--- src/rtl/mem_ctrl.sv ---
// Byte-serial memory controller that shares one 8-bit memory bus between instruction
// fetch and load/store. Reads are pipelined one byte deep; stores write one byte per cycle.
module mem_ctrl #(
  parameter int ADDR_W = 32
) (
  input  logic              clk,
  input  logic              rst,
  input  logic              rdy,
  input  logic              if_req,
  input  logic [ADDR_W-1:0] if_addr,
  input  logic              if_flush,
  output logic              if_done,
  output logic [31:0]       if_data,
  input  logic              ls_req,
  input  logic              ls_wr,
  input  logic [1:0]        ls_len,
  input  logic [ADDR_W-1:0] ls_addr,
  input  logic [31:0]       ls_wdata,
  output logic              ls_done,
  output logic [31:0]       ls_rdata,
  input  logic [7:0]        mem_din,
  output logic [7:0]        mem_dout,
  output logic [ADDR_W-1:0] mem_a,
  output logic              mem_wr,
  output logic              busy
);

  typedef enum logic [1:0] {
    IDLE  = 2'd0,
    IF_RD = 2'd1,
    LS_RD = 2'd2,
    LS_WR = 2'd3
  } state_t;

  state_t            state_r;
  logic [ADDR_W-1:0] base_r;
  logic [ADDR_W-1:0] mem_a_r;
  logic [7:0]        mem_dout_r;
  logic              mem_wr_r;
  logic [2:0]        iss_r;
  logic [2:0]        cap_r;
  logic [2:0]        last_r;
  logic              issued_r;
  logic              pend_r;
  logic [31:0]       wdata_r;
  logic [31:0]       if_data_r;
  logic [31:0]       ls_rdata_r;
  logic              if_done_r;
  logic              ls_done_r;

  logic [2:0]        iss_next_s;
  logic [2:0]        ls_last_s;
  logic [ADDR_W-1:0] iss_addr_s;
  logic [ADDR_W-1:0] rew_addr_s;
  logic [7:0]        wr_byte_s;

  // Next byte address/data and the last byte index of an incoming load/store.
  always_comb begin
    iss_next_s = iss_r + 3'd1;
    iss_addr_s = base_r + ADDR_W'(iss_next_s);
    rew_addr_s = base_r + ADDR_W'(cap_r);
    wr_byte_s  = wdata_r[{iss_next_s[1:0], 3'b000} +: 8];
    case (ls_len)
      2'b00:   ls_last_s = 3'd0;
      2'b01:   ls_last_s = 3'd1;
      default: ls_last_s = 3'd3;
    endcase
  end

  // Transaction FSM: issue/capture counters, bus registers and done pulses.
  always_ff @(posedge clk or negedge rst) begin
    if (!rst) begin
      state_r    <= IDLE;
      base_r     <= '0;
      mem_a_r    <= '0;
      mem_dout_r <= 8'h00;
      mem_wr_r   <= 1'b0;
      iss_r      <= 3'd0;
      cap_r      <= 3'd0;
      last_r     <= 3'd0;
      issued_r   <= 1'b0;
      pend_r     <= 1'b0;
      wdata_r    <= 32'h0;
      if_data_r  <= 32'h0;
      ls_rdata_r <= 32'h0;
      if_done_r  <= 1'b0;
      ls_done_r  <= 1'b0;
    end else begin
      case (state_r)
        IDLE: begin
          // A pending done pulse stays registered until rdy lets it through.
          if (rdy) begin
            if_done_r <= 1'b0;
            ls_done_r <= 1'b0;
            iss_r     <= 3'd0;
            cap_r     <= 3'd0;
            pend_r    <= 1'b0;
            if (ls_req) begin
              base_r   <= ls_addr;
              mem_a_r  <= ls_addr;
              last_r   <= ls_last_s;
              wdata_r  <= ls_wdata;
              issued_r <= ~ls_wr;
              if (ls_wr) begin
                state_r    <= LS_WR;
                mem_wr_r   <= 1'b1;
                mem_dout_r <= ls_wdata[7:0];
              end else begin
                state_r    <= LS_RD;
                ls_rdata_r <= 32'h0;
                mem_wr_r   <= 1'b0;
                mem_dout_r <= 8'h00;
              end
            end else if (if_req && !if_flush) begin
              state_r    <= IF_RD;
              base_r     <= if_addr;
              mem_a_r    <= if_addr;
              last_r     <= 3'd3;
              issued_r   <= 1'b1;
              if_data_r  <= 32'h0;
              mem_wr_r   <= 1'b0;
              mem_dout_r <= 8'h00;
            end else begin
              mem_a_r    <= '0;
              mem_wr_r   <= 1'b0;
              mem_dout_r <= 8'h00;
              issued_r   <= 1'b0;
            end
          end
        end
        IF_RD, LS_RD: begin
          if (state_r == IF_RD && if_flush) begin
            state_r  <= IDLE;
            mem_a_r  <= '0;
            issued_r <= 1'b0;
            pend_r   <= 1'b0;
            iss_r    <= 3'd0;
            cap_r    <= 3'd0;
          end else if (!rdy) begin
            // The in-flight byte is dropped; re-issue from the first uncaptured one.
            iss_r    <= cap_r;
            mem_a_r  <= rew_addr_s;
            issued_r <= 1'b1;
            pend_r   <= 1'b0;
          end else begin
            pend_r <= issued_r;
            if (issued_r && iss_r != last_r) begin
              iss_r    <= iss_next_s;
              mem_a_r  <= iss_addr_s;
              issued_r <= 1'b1;
            end else begin
              mem_a_r  <= '0;
              issued_r <= 1'b0;
            end
            if (pend_r) begin
              if (state_r == IF_RD) begin
                if_data_r[{cap_r[1:0], 3'b000} +: 8] <= mem_din;
              end else begin
                ls_rdata_r[{cap_r[1:0], 3'b000} +: 8] <= mem_din;
              end
              if (cap_r == last_r) begin
                state_r   <= IDLE;
                if_done_r <= (state_r == IF_RD);
                ls_done_r <= (state_r == LS_RD);
                mem_a_r   <= '0;
                issued_r  <= 1'b0;
                pend_r    <= 1'b0;
                iss_r     <= 3'd0;
                cap_r     <= 3'd0;
              end else begin
                cap_r <= cap_r + 3'd1;
              end
            end
          end
        end
        LS_WR: begin
          if (rdy) begin
            if (iss_r == last_r) begin
              state_r    <= IDLE;
              ls_done_r  <= 1'b1;
              mem_wr_r   <= 1'b0;
              mem_a_r    <= '0;
              mem_dout_r <= 8'h00;
              iss_r      <= 3'd0;
            end else begin
              iss_r      <= iss_next_s;
              mem_a_r    <= iss_addr_s;
              mem_dout_r <= wr_byte_s;
              mem_wr_r   <= 1'b1;
            end
          end
        end
        default: state_r <= IDLE;
      endcase
    end
  end

  assign mem_a    = mem_a_r;
  assign mem_dout = mem_dout_r;
  assign mem_wr   = mem_wr_r & rdy;
  assign if_done  = if_done_r & rdy;
  assign ls_done  = ls_done_r & rdy;
  assign if_data  = if_data_r;
  assign ls_rdata = ls_rdata_r;
  assign busy     = (state_r != IDLE);

endmodule

--- config.mk ---
export PLATFORM = sky130hd
export DESIGN_NAME = mem_ctrl
export DESIGN_NICKNAME = d
export VERILOG_FILES = /design/src/rtl/mem_ctrl.sv
export SDC_FILE = /design/constraint.sdc
export NUM_CORES = 1
export LEC_CHECK = 0
export BUFFER_PORTS_ARGS = -buffer_cell sky130_fd_sc_hd__buf_2
export CAP_MARGIN = 25
export CORE_MARGIN = 8
export CORE_UTILIZATION = 41
export CTS_CLUSTER_DIAMETER = 150
export DETAILED_ROUTE_END_ITERATION = 10
export PLACE_DENSITY = 0.71
export SETUP_SLACK_MARGIN = 0.5
export SYNTH_ARGS = -nofsm -noshare
export SYNTH_HDL_FRONTEND = slang
export SYNTH_SLANG_ARGS = --single-unit
--- constraint.sdc ---
create_clock -name clk -period 3.6 [get_ports clk]
set_input_delay 0.18 -clock clk [delete_from_list [all_inputs] [get_ports clk]]
set_output_delay 0.18 -clock clk [all_outputs]
set_load 0.02 [all_outputs]
Word-level counts from Yosys, hierarchy flattened:

Cells that the tools add are included.

* flip-flop bits (word level): 184
* input port bits: 113
* output and inout bits: 108

* add/subtract/negate cells: 5
* equality and inequality tests: 24
* shift-type cells: 3
* multiplexer cells: 98
* bitwise gates (word level): 4
* reductions and logical operators: 22

Operators by type and width (count)
* $mux W32: 26
* $pmux W32 S2: 2
* $pmux W32 S3: 1
* $add A32 B3 Y32: 2
* $bwmux W32: 2
* $mux W3: 14
* $mux W8: 5
* $shift A8 B7 Y32 const A: 1
* $shiftx A32 B6 Y8: 1
* $shiftx A8 B7 Y32: 1
* $mux W1: 29
* $ne A2 B2 Y1 const B: 13
* $mux W2: 9
* $pmux W8 S2: 1
* $reduce_and A8 Y1: 2
* $reduce_and A7 Y1: 2
* $ne A3 B3 Y1 const B: 4
* $pmux W3 S3: 1
* $reduce_and A3 Y1: 3
* $pmux W1 S2: 4
* $reduce_bool A2 Y1: 4
* $neg A5 Y7: 1
* $add A3 B1 Y3 const B: 2
* $eq A3 B3 Y1: 2
* 16 further kinds: 24

Longest topological paths before layout:

Gate-level depths: netlist of run 1.

* word-level depth: 8
* depth in mapped cells: 10
* depth with buffers taken out: 9

Worst setup path before layout of run 1:

Ideal clock, no wire load.

* path kind: register to register
* start: register iss_r[0]
* end: register mem_a_r[20] (netlist: mem_a[20])
* arrival time: 2.664 ns
* required time: 3.464 ns
* setup slack: 0.800 ns
* cell stages (with the launch flop): 11
* path buffers: 1
* cell sequence: dfrtp_1 buf_1 inv_1 ha_1 fa_1 a21oi_1 or4_1 nor2_1 xor2_1 a221oi_1 o21ai_1

* word-level cells in the longest chain between the ends: 8

Ends and longest elaborated chain
* from (decl): RTL line 40 `logic [2:0] iss_r;`
* from (signal assigned): RTL line 141 `iss_r <= cap_r;`
* from (signal assigned): RTL line 148 `iss_r <= iss_next_s;`
* from (signal assigned): RTL line 186 `iss_r <= iss_next_s;`
* $add A3 B1 Y3 / $ne A3 B3 Y1 (equally long branches): RTL line 59, 147
* $add A32 B3 Y32 / $logic_and A1 B1 Y1 (equally long branches): RTL line 60, 147
* $mux W32: RTL line 147 `if (issued_r && iss_r != last_r) begin`
* $mux W32: RTL line 161 `if (cap_r == last_r) begin`
* $mux W32: RTL line 155 `if (pend_r) begin`
* $mux W32: RTL line 139 `end else if (!rdy) begin`
* $mux W32: RTL line 132 `if (state_r == IF_RD && if_flush) begin`
* $pmux W32 S3 *: RTL line 89 `case (state_r)`
* to (signal assigned): RTL line 100 `mem_a_r <= ls_addr;`
* to (signal assigned): RTL line 142 `mem_a_r <= rew_addr_s;`
* to (signal assigned): RTL line 149 `mem_a_r <= iss_addr_s;`
* to (decl): RTL line 37 `logic [ADDR_W-1:0] mem_a_r;`

Mark *: on every way between the ends. The rest lies on a longest branch, timed or not. The select of a mux whose other input is x is not followed.
A chain may end at the register's enable or synchronous reset.

Worst setup path in the final report of run 1:

* start: register state_r[0]
* end: register mem_a_r[19] (netlist: mem_a[19])

* word-level cells in the longest chain between the ends: 4

Ends and longest elaborated chain
* from (decl): RTL line 35 `state_t state_r;`
* from (signal assigned): RTL line 73 `state_r <= IDLE;`
* from (signal assigned): RTL line 105 `state_r <= LS_WR;`
* from (signal assigned): RTL line 109 `state_r <= LS_RD;`
* $eq A2 B1 Y1: RTL line 89, 132
* $logic_and A1 B1 Y1: RTL line 132
* $mux W32: RTL line 132
* $pmux W32 S3: RTL line 89

Parallel ways exist; a longest one is shown, timed or not.

==> qor.yml, run 1 <==
globalRouteMet2Util_pct: 34.0
critPathMaxFanout: 17
grt_antenna_before_repair: 2
synth_area_per_cell_um2: 9.16
unrepaired_setup_endpoints_after_global_routing: "false"
num_rows: 57
final_layout_size_suffix_gt1_share_pct: 24.3
fin_total_pwr_mw: 9.83
synth_top_area_share_pct: 45.4
timing.fmax_mhz: 345
yosys_register_bits: 183
cts_made_buffers: 17
area_used_by_sequential_logic_in_the_layout_um2: 4580
clock_tree_from_tritoncts: "built"
status: "finished clean"
hold_violations: 0
route.detailed.drc: 0
syn-num-nets: 1232
max_slew_margin_pct: 36.0
layout.nets: 1482
grt_first_pass_wirelength_mm: 53.9
groute.usage.overall_pct: 22.0
drtPass1Iterations: 8
viasPerCell: 5.86
postRouteAntennaNets: 0
place_hpwl_mm: 24.1
met1_usage_pct: 29.2
max_cap_violations: 0
cts.htree.levels: 4
grt_use_met3_pct: 5.71
gp_routability_congestion: 0.964
die_h_um: 173
synth.top_cells.by_count: "229 x sky130_fd_sc_hd__nand2_1, 183 x sky130_fd_sc_hd__dfrtp_1, 97 x sky130_fd_sc_hd__o21ai_0, 77 x sky130_fd_sc_hd__a22oi_1"
synth_largest_area_cell: "sky130_fd_sc_hd__dfrtp_1"
worstRegToRegCells: 7
crit_path_start: "state_r[0]"
seq_area_frac_synth_pct: 45.4
worstSkewPairLatency_ns: 0.44
final.setup.tns_ns: 0
die_x_um: 173
boundaryPins: 221
multi_input_area_um2: 5150
globalRoute.totalOverflow: 0
post_route_fraction_of_the_period_consumed_by_the_critical_path_pct: 80.5
cts_root_buffer: "sky130_fd_sc_hd__clkbuf_16"
synth.yosys.warnings: 0
critical_setup_path_kind: "reg2reg"
critPathArrivalTime_ns: 3.19
r2r_setup_slack_ns: 0.70
post_synth_instance_area_um2: 10100
first_global_vias: 9930
timing.critical_path.required_ns: 3.89
setup.worst_path.end_class: "flip-flop"
critPathCapture: "mem_a[19]"
floorplan.initialDensity_pct: 41.6
layout-area-overhead-vs-synth_pct: 26.1
setup_viol: 0
worst_r2r_startpoint: "state_r[0]"
post_cts_buffers: 0
synthCells: 1101
ctsLongestPathBuffers: 2
timing.final.max_slew_violations: 0
timing.clock.skew_ns: 0.0168
cp_slowest_stage_delay_ns: 0.62
finalCriticalPeriod_ns: 2.90
power_leakage_nw: 5.86
floorplan.die_area_um2: 29900
routed_wirelength_mm: 33.4
final.fill_count: 2214
power_density_nw_per_um2: 773
critical_register_to_register_path_endpoint: "mem_a[19]"
async_reset_ff_share_pct: 100
detailroute.via_count: 9894
post_synth_edffs: 0
synth_area_leaders: "sky130_fd_sc_hd__dfrtp_1 45%, sky130_fd_sc_hd__nand2_1 8.5%, sky130_fd_sc_hd__a22oi_1 5.7%, sky130_fd_sc_hd__o21ai_0 4.8%, sky130_fd_sc_hd__a22o_1 3.2%"
synth_top_flop_cell: "sky130_fd_sc_hd__dfrtp_1"
tightestPinTransition_ns: 0.960
clock_sinks: 183
min_path_type: "in2reg"
synth.lib_cells_used.distinct: 84
cp-start-kind: "flip-flop"
largest_net_degree_at_the_start_of_global_routing: 99
place.port_buffers: 220
yosys.cell_count.top_type: "sky130_fd_sc_hd__nand2_1"
worst_ir_drop_vdd_uv: 360
fp.coreArea_um2: 24200
grt-busiest-layer: "met2"
timing.critical_path.slowest_stage_cell: "sky130_fd_sc_hd__a31oi_1"
cell_by_cell_trace_of_the_critical_path: "inv_1, ha_1, a21o_1, nor2_1, a31oi_1, a2bb2oi_1, o221ai_1"
path_clk_slew_ns: 0.07
detailedRoute.firstIterationViolations: 1097
drt-wirelength-per-cell_um: 19.8
-- routing by layer --
| metal | vias to the layer above | part of all wire (%) | wire [µm] |
|---|---|---|---|
| met5 | - | 0.036 | 12 |
| met2 | 480 | 46 | 15300 |
| met4 | 2 | 2.5 | 850 |
| met1 | 4806 | 43 | 14300 |
| met3 | 66 | 8.9 | 2980 |
| li1 | 4540 | - | - |
-- layout by cell type (no fill, tap or decap), drive strengths merged, types with 7 or more instances in the layout --
cell	Yosys	layout
o221ai	11	11
a22o	37	37
ha	16	16
nor3	27	27
nor2	50	50
or3	8	8
buf	29	253
nand2b	9	9
mux2i	7	7
a31oi	7	7
xor2	14	14
inv	12	22
dfrtp	183	183
clkbuf	50	19
nor4	12	12
a22oi	77	77
o22ai	17	17
nand2	229	229
and2	7	7
o21ai	109	109
nand4	13	13
nand3	15	15
a21oi	44	44
a21o	14	14
xnor2	13	13
mux4	8	8
dlygate4sd3	0	57
-- cells by family (layout without fill, tap and decap cells) --
kind of cell | count (synthesis) | in the layout | synth area share [%]
simple gates | 394 | 394 | 18.2
compound gates | 367 | 367 | 24.8
flops | 183 | 183 | 45.4
buf+inv | 92 | 355 | 3.78
xor+xnor | 27 | 27 | 2.42
mux | 20 | 20 | 3.04
fa+ha+maj | 18 | 18 | 2.38
other cells | 0 | 1 | 0
-- worst max-delay path: cells and delay by family (launching register included) --
family / cells / cell delay [ns]
simple gates: 1 / 0.13
flops: 1 / 0.41
buf+inv: 1 / 0.13
compound gates: 4 / 1.55
fa+ha+maj: 1 / 0.53
-- sequential cells by signal, summed over array words and instances (netlist names), 3 cells and up --
register / flops
cap_r: 3
wdata_r: 32
mem_dout: 8
iss_r: 3
base_r: 32
if_data: 32
ls_rdata: 32
mem_a: 32
-- per-stage QoR --
stage | util (%) | hold slack [ns] | instances | cell area [µm²] | setup slack [ns]
after global routing | 52.5 | 0.0521 | 1689 | 12700 | 0.517
after detailed placement | 47.6 | 0.344 | 1599 | 11500 | 0.469
after global placement | 47.6 | 0.343 | 1599 | 11500 | 0.611
final | 52.5 | 0.0254 | 1689 | 12700 | 0.701
after CTS | 52.4 | 0.00542 | 1688 | 12700 | 0.577
after floorplan | - | -0.116 | 1101 | 10100 | 0.800
-- layout make-up --
class	instances	area share, %
inverters	13	0.384
flip-flops and latches	183	36.0
diodes	1	0.0197
clock buffers	19	3.56
repair buffers	310	15.2
clock inverters	13	1.14
well taps	324	3.19
multi-input cells	826	40.5
-- what timing repair did --
item	CTS	global route
resized for setup	2	1
hold buffers	57	0
endpoints found under the setup margin	6	5
pin swaps	0	0
endpoints found under the hold margin	152	0
-- where the power goes --
group / internal [mW] / switching [mW]
logic: 1.74 / 2.59
clock network: 1.03 / 0.890
registers: 2.76 / 0.816
total: 5.53 / 4.30
-- how the worst min path moves through the flow --
stage	start	to	slack [ns]	cells past startpoint
after floorplan	rst	base_r[0]	-0.12	0
after global placement	rst	if_data[24]	0.34	1
after detailed placement	rst	if_data[24]	0.34	1
after CTS	ls_addr[27]	base_r[27]	0.005	3
after global routing	if_addr[16]	base_r[16]	0.05	3
final	ls_addr[27]	base_r[27]	0.03	3
No activity file was read; power rests on OpenSTA's default activity.
==> run 2: changes to the inputs <==
==> constraint.sdc (replaced) <==
create_clock -name clk -period 3.02 [get_ports clk]
set_input_delay 0.151 -clock clk [delete_from_list [all_inputs] [get_ports clk]]
set_output_delay 0.151 -clock clk [all_outputs]
set_load 0.02 [all_outputs]
==> qor.yml, run 2 (synthesis results as in run 1) <==
power_density_nw_per_um2: 927
timing.final.max_slew_violations: 0
first_global_vias: 9865
layout-area-overhead-vs-synth_pct: 29.2
critPathArrivalTime_ns: 2.82
fin_cells: 1707
post-place-cells: 1611
ctsLongestPathBuffers: 2
clock_sinks: 183
timing.clock.skew_ns: 0.0166
path_clk_slew_ns: 0.08
postRouteAntennaNets: 0
final_core_utilization_pct: 53.8
cp-start-kind: "flip-flop"
final.fill_count: 2224
switching_share_pct: 44.4
comb_power_share_pct: 45.5
boundaryPins: 221
dpl_cell_area_um2: 11600
commonest_non_fill_non_tap_cells_in_the_layout: "227 x sky130_fd_sc_hd__nand2_1, 219 x sky130_fd_sc_hd__buf_2, 181 x sky130_fd_sc_hd__dfrtp_1, 95 x sky130_fd_sc_hd__o21ai_0, 77 x sky130_fd_sc_hd__a22oi_1"
cell_by_cell_trace_of_the_critical_path: "ha_1, xor2_1, ha_2, a21oi_2, buf_4, nor4_2, nand2_1, a21oi_1, xnor2_1, o21ai_1"
intPower_mw: 6.72
worst_ir_drop_vdd_uv: 421
place_hpwl_mm: 24.2
cts_root_buffer: "sky130_fd_sc_hd__clkbuf_16"
cp_slowest_stage_delay_ns: 0.44
floorplan.die_area_um2: 29900
max_slew_margin_pct: 42.2
finalCriticalPeriod_ns: 2.52
critPathMaxFanout: 5
timing.fmax_mhz: 398
fp.coreArea_um2: 24200
final_layout_size_suffix_gt1_share_pct: 26.8
power_leakage_nw: 5.96
globalRoute.totalOverflow: 0
die_h_um: 173
die_x_um: 173
groute.usage.overall_pct: 22.0
grt_first_pass_wirelength_mm: 54.0
switchingPower_mw: 5.37
largest_net_degree_at_the_start_of_global_routing: 72
layout.nets: 1499
viasPerCell: 5.77
fin_total_pwr_mw: 12.1
routed_wirelength_mm: 33.6
worstSkewPairLatency_ns: 0.44
cts_made_buffers: 17
final.setup.tns_ns: 0
post_route_fraction_of_the_period_consumed_by_the_critical_path_pct: 83.3
status: "finished clean"
critical_setup_path_kind: "reg2reg"
detailedRoute.firstIterationViolations: 1026
max_cap_violations: 0
stdcell_area_um2: 13000
share_clk_of_total_power_pct: 19.4
grt_antenna_before_repair: 4
gp_routability_congestion: 0.942
timing.critical_path.slowest_stage_cell: "sky130_fd_sc_hd__nor4_2"
drtPass1Iterations: 5
place.port_buffers: 220
unrepaired_setup_endpoints_after_global_routing: "true"
num_rows: 57
layout.cells.most_common: "sky130_fd_sc_hd__nand2_1"
tightestPinTransition_ns: 0.860
hold_violations: 0
drt-wirelength-per-cell_um: 19.7
timing.critical_path.required_ns: 3.33
power.share.sequential_pct: 35.1
detailroute.via_count: 9849
cts.htree.levels: 4
r2r_setup_slack_ns: 0.50
clock_tree_from_tritoncts: "built"
route.detailed.drc: 0
setup.worst_path.end_class: "flip-flop"
floorplan.initialDensity_pct: 41.6
min_path_type: "in2reg"
setup_viol: 0
-- run 2: cell count changes in the layout (fill, tap and decap cells not counted), moves of 3 or more --
cell,delta
sky130_fd_sc_hd__buf_4,+14
sky130_fd_sc_hd__inv_12,+4
sky130_fd_sc_hd__clkinv_8,+5
sky130_fd_sc_hd__a21oi_2,+4
sky130_fd_sc_hd__a21oi_1,-5
sky130_fd_sc_hd__ha_1,-3
sky130_fd_sc_hd__inv_8,-3
-- run 2: cell type report --
type	instances	area (µm²)	share of cell area, %
Sequential cell	183	4580	35.1
Clock inverter	15	204	1.56
Inverter	13	48.8	0.374
Antenna cell	2	5.00	0.0384
Clock buffer	17	425	3.26
Tap cell	324	405	3.11
Timing Repair Buffer	327	2080	16.0
Multi-Input combinational cell	826	5280	40.5
-- run 2: final timing paths --
kind,start,endpoint,cells past startpoint
min in group asynchronous,rst,if_data[24],2
max in group asynchronous,rst,ls_rdata[15],3
worst max register to register,iss_r[1],mem_a[20],10
worst min register to register,if_data[12],if_data[12],2
worst min-delay path,if_addr[8],base_r[8],3
worst max-delay path,iss_r[1],mem_a[20],10
-- run 2: routing by layer --
layer | wire length [µm] | vias up | track usage (%) | part of all wire (%)
li1 | - | 4578 | - | -
met1 | 14500 | 4758 | 29.3 | 43
met2 | 15300 | 426 | 34.0 | 45
met3 | 2720 | 83 | 5.71 | 8.1
met4 | 1070 | 4 | 8.41 | 3.2
met5 | 22 | - | 0 | 0.065
-- run 2: what timing repair did --
item / CTS / global route
setup buffers: 2 / 2
hold buffers: 58 / 0
setup endpoints to repair: 23 / 71
hold endpoints to repair: 125 / 0
gates resized for setup: 4 / 27
pin swaps: 1 / 5
-- run 2: worst max-delay path: cells and delay by family (launching register included) --
| kind | cells | cell delay [ns] |
|---|---|---|
| adder cells (fa/ha/maj) | 2 | 0.64 |
| AND/OR/NAND/NOR | 2 | 0.55 |
| flip-flops | 1 | 0.41 |
| AO/OA/AOI/OAI | 3 | 0.33 |
| XOR/XNOR | 2 | 0.30 |
| buffers and inverters | 1 | 0.16 |
-- run 2: metrics by stage --
stage               hold slack (ns)  setup WS (ns)
global placement              0.221          0.492
detailed placement            0.216          0.382
global route                 0.0254          0.360
floorplan                    -0.145          0.548
finish                       0.0156          0.505
CTS                         0.00566          0.484
-- run 2: power groups by stage --
stage | combinational (mW) | clock (mW) | sequential (mW)
2_1_floorplan | 3.46 | 0 | 4.20
3_3_place_gp | 5.11 | 0 | 4.23
3_5_place_dp | 5.20 | 0 | 4.24
4_1_cts | 5.30 | 2.39 | 4.21
5_1_grt | 6.02 | 2.49 | 4.35
6_report | 5.50 | 2.34 | 4.24
==> run 3: changes to the inputs <==
--- a/config.mk
+++ b/config.mk
@@ -5,6 +5,7 @@
 export SDC_FILE = /design/constraint.sdc
 export NUM_CORES = 1
 export LEC_CHECK = 0
+export ABC_AREA = 1
 export BUFFER_PORTS_ARGS = -buffer_cell sky130_fd_sc_hd__buf_2
 export CAP_MARGIN = 25
 export CORE_MARGIN = 8
==> constraint.sdc (replaced) <==
create_clock -name clk -period 2.6 [get_ports clk]
set_input_delay 0.13 -clock clk [delete_from_list [all_inputs] [get_ports clk]]
set_output_delay 0.13 -clock clk [all_outputs]
set_load 0.02 [all_outputs]
==> qor.yml, run 3 <==
postRouteAntennaNets: 0
power_leakage_nw: 7.50
worstHoldEndpoint: "base_r[12]"
synth_largest_area_cell: "sky130_fd_sc_hd__dfrtp_1"
gp_routability_congestion: 0.919
hold_path_depth: 5
power_density_nw_per_um2: 1100
synth_area_per_cell_um2: 6.79
synth.yosys.warnings: 0
synth.lib_cells_used.distinct: 38
post_route_fraction_of_the_period_consumed_by_the_critical_path_pct: 87.1
worstSkewPairLatency_ns: 0.46
viasPerCell: 5.06
setup_viol: 0
final.setup.tns_ns: 0
fp.coreArea_um2: 26000
seq_area_frac_synth_pct: 42.4
commonest_non_fill_non_tap_cells_in_the_layout: "679 x sky130_fd_sc_hd__nand2_1, 219 x sky130_fd_sc_hd__buf_2, 181 x sky130_fd_sc_hd__dfrtp_1, 166 x sky130_fd_sc_hd__inv_1, 116 x sky130_fd_sc_hd__o21ai_0"
cell_by_cell_trace_of_the_critical_path: "ha_2, xnor2_2, inv_2, ha_4, nand2_4, nor2_4, nor2_2, buf_4, buf_6, nor2_4, nand3_1, nand3_2, nand3_2, nand2_1, nand2_1"
finalCriticalPeriod_ns: 2.27
num_antenna_cells: 0
worst_path_dominant_cell_family: "simple AND/OR/NAND/NOR gates"
synth_top_area_share_pct: 42.4
layout.nets: 2007
r2r_setup_slack_ns: 0.33
num_rows: 59
largest_net_degree_at_the_start_of_global_routing: 63
critical_setup_path_kind: "reg2reg"
timing.fmax_mhz: 441
synthCells: 1589
cts_made_buffers: 17
worstRegToRegCells: 15
worst_ir_drop_vdd_uv: 596
layout-area-overhead-vs-synth_pct: 31.2
cts_root_buffer: "sky130_fd_sc_hd__clkbuf_16"
max_slew_margin_pct: 48.4
drt-wirelength-per-cell_um: 16.7
met2RoutedLength_mm: 18.4
path_clk_slew_ns: 0.08
post_synth_instance_area_um2: 10800
layout.cells.most_common: "sky130_fd_sc_hd__nand2_1"
die_x_um: 178
setup.worst_path.end_class: "flip-flop"
cp-start-kind: "flip-flop"
routed_wirelength_mm: 37.2
synth.top_cells.by_count: "697 x sky130_fd_sc_hd__nand2_1, 183 x sky130_fd_sc_hd__dfrtp_1, 173 x sky130_fd_sc_hd__inv_1, 118 x sky130_fd_sc_hd__o21ai_0, 114 x sky130_fd_sc_hd__nor2_1"
unrepaired_setup_endpoints_after_global_routing: "true"
yosys.cell_count.top_type: "sky130_fd_sc_hd__nand2_1"
timing.final.max_slew_violations: 0
place.port_buffers: 220
detailedRoute.firstIterationViolations: 877
first_global_vias: 11154
cp_slowest_stage_delay_ns: 0.41
yosys_register_bits: 183
final_layout_size_suffix_gt1_share_pct: 23.1
grt_antenna_before_repair: 1
groute.usage.overall_pct: 22.9
topmost_layer_with_routed_signal_wires: "met5"
critPathMaxFanout: 5
drtPass1Iterations: 6
floorplan.die_area_um2: 31800
syn-num-nets: 1720
floorplan.initialDensity_pct: 41.5
worst_r2r_startpoint: "iss_r[0]"
drt-met1-wl_mm: 15.3
critical_register_to_register_path_endpoint: "mem_a[27]"
route.detailed.drc: 0
cts.htree.levels: 4
worstPathBufferInverterCount: 3
timing.critical_path.required_ns: 2.94
grt_first_pass_wirelength_mm: 57.9
clock_sinks: 183
max_cap_violations: 0
critical_path_cell_count: 15
synth_top_flop_cell: "sky130_fd_sc_hd__dfrtp_1"
tightestPinTransition_ns: 0.771
place_hpwl_mm: 26.2
async_reset_ff_share_pct: 100
timing.critical_path.slowest_stage_cell: "sky130_fd_sc_hd__dfrtp_1"
synth_area_leaders: "sky130_fd_sc_hd__dfrtp_1 42%, sky130_fd_sc_hd__nand2_1 24%, sky130_fd_sc_hd__inv_1 6.0%, sky130_fd_sc_hd__o21ai_0 5.5%, sky130_fd_sc_hd__nand3_1 4.6%"
timing.clock.skew_ns: 0.0221
post_synth_edffs: 0
die_h_um: 178
clock_tree_from_tritoncts: "built"
boundaryPins: 221
status: "finished clean"
hold_violations: 0
holdWs_ns: 0.000796
routed-wl-met3_mm: 2.55
min_path_type: "in2reg"
detailroute.via_count: 11257
globalRoute.totalOverflow: 0
ctsLongestPathBuffers: 2
timing.hold.worst.start: "if_addr[12]"
critPathArrivalTime_ns: 2.60
[run 3: cell count changes after synthesis, moves of 10 or more]
cell and delta:
sky130_fd_sc_hd__nor2_1 +65, sky130_fd_sc_hd__a22oi_1 -77, sky130_fd_sc_hd__inv_1 +162, sky130_fd_sc_hd__a21o_1 -14, sky130_fd_sc_hd__clkbuf_1 -19, sky130_fd_sc_hd__o21ai_0 +21
sky130_fd_sc_hd__nor3_1 -18, sky130_fd_sc_hd__nand2_1 +468, sky130_fd_sc_hd__nand3_1 +84, sky130_fd_sc_hd__a21oi_1 -27, sky130_fd_sc_hd__a22o_1 -37, sky130_fd_sc_hd__o221ai_1 -10
[run 3: worst max path at each step]
stage / slack (ns) / end / startpoint
2_1_floorplan: 0.51 / mem_a[29] / iss_r[0]
3_3_place_gp: 0.25 / mem_a[30] / iss_r[1]
3_5_place_dp: 0.21 / mem_a[1] / state_r[0]
4_1_cts: 0.40 / mem_a[18] / iss_r[1]
5_1_grt: 0.18 / mem_a[23] / iss_r[0]
6_report: 0.33 / mem_a[27] / iss_r[0]
[run 3: worst register-to-register path: cells and delay by family, from the launching register on]
kind,cells,cell delay [ns]
adders and majority gates,2,0.54
and+or+nand+nor,9,0.78
buffers and inverters,3,0.31
xor gates and xnor gates,1,0.14
DFF,1,0.41
[run 3: timing repair]
item                                    4_1_cts  5_1_grt
endpoints found under the hold margin       102        0
endpoints found under the setup margin      108      123
buffers inserted                             15       18
hold buffers                                 36        0
gates cloned                                  1        1
resized for setup                            56       68
pin swaps                                    10       29
[run 3: per-layer routing]
metal,vias to the layer above,global-route usage [%]
li1,5510,-
met1,5308,28.3
met2,379,39.1
met3,58,4.53
met4,2,8.34
met5,-,0
[run 3: where the power goes]
group / switching (mW) / internal [mW]
clock: 1.42 / 1.34
sequential: 1.02 / 4.00
combinational: 5.08 / 2.66
[run 3: final cells by class]
type / instances / area [µm²]
clock buffer: 17 / 425
clock inverter: 15 / 206
fill: 2482 / 11800
inverter: 180 / 687
multi-input combinational: 1177 / 5810
sequential: 183 / 4580
tap: 335 / 419
timing repair buffer: 317 / 2030
[run 3: through the flow]
step	util [%]	setup slack, ns	total power, mW	instances	area, µm²
6_report	54.5	0.334	15.5	2224	14200
5_1_grt	54.5	0.179	16.6	2224	14200
4_1_cts	52.8	0.396	14.9	2205	13700
3_5_place_dp	47.5	0.213	11.6	2121	12300
3_3_place_gp	47.5	0.245	11.5	2121	12300
2_1_floorplan	-	0.514	9.37	1589	10800
[run 3: logic make-up (layout without fill, tap and decap cells)]
group                    after synthesis  after routing  synth area share (%)
AO/OA/AOI/OAI                        186            186                  9.72
buffers and inverters                231            529                  8.59
adder cells (fa/ha/maj)               18             18                  2.23
AND/OR/NAND/NOR                      949            951                  35.2
flip-flops                           183            183                  42.4
XOR/XNOR                              22             22                  1.79
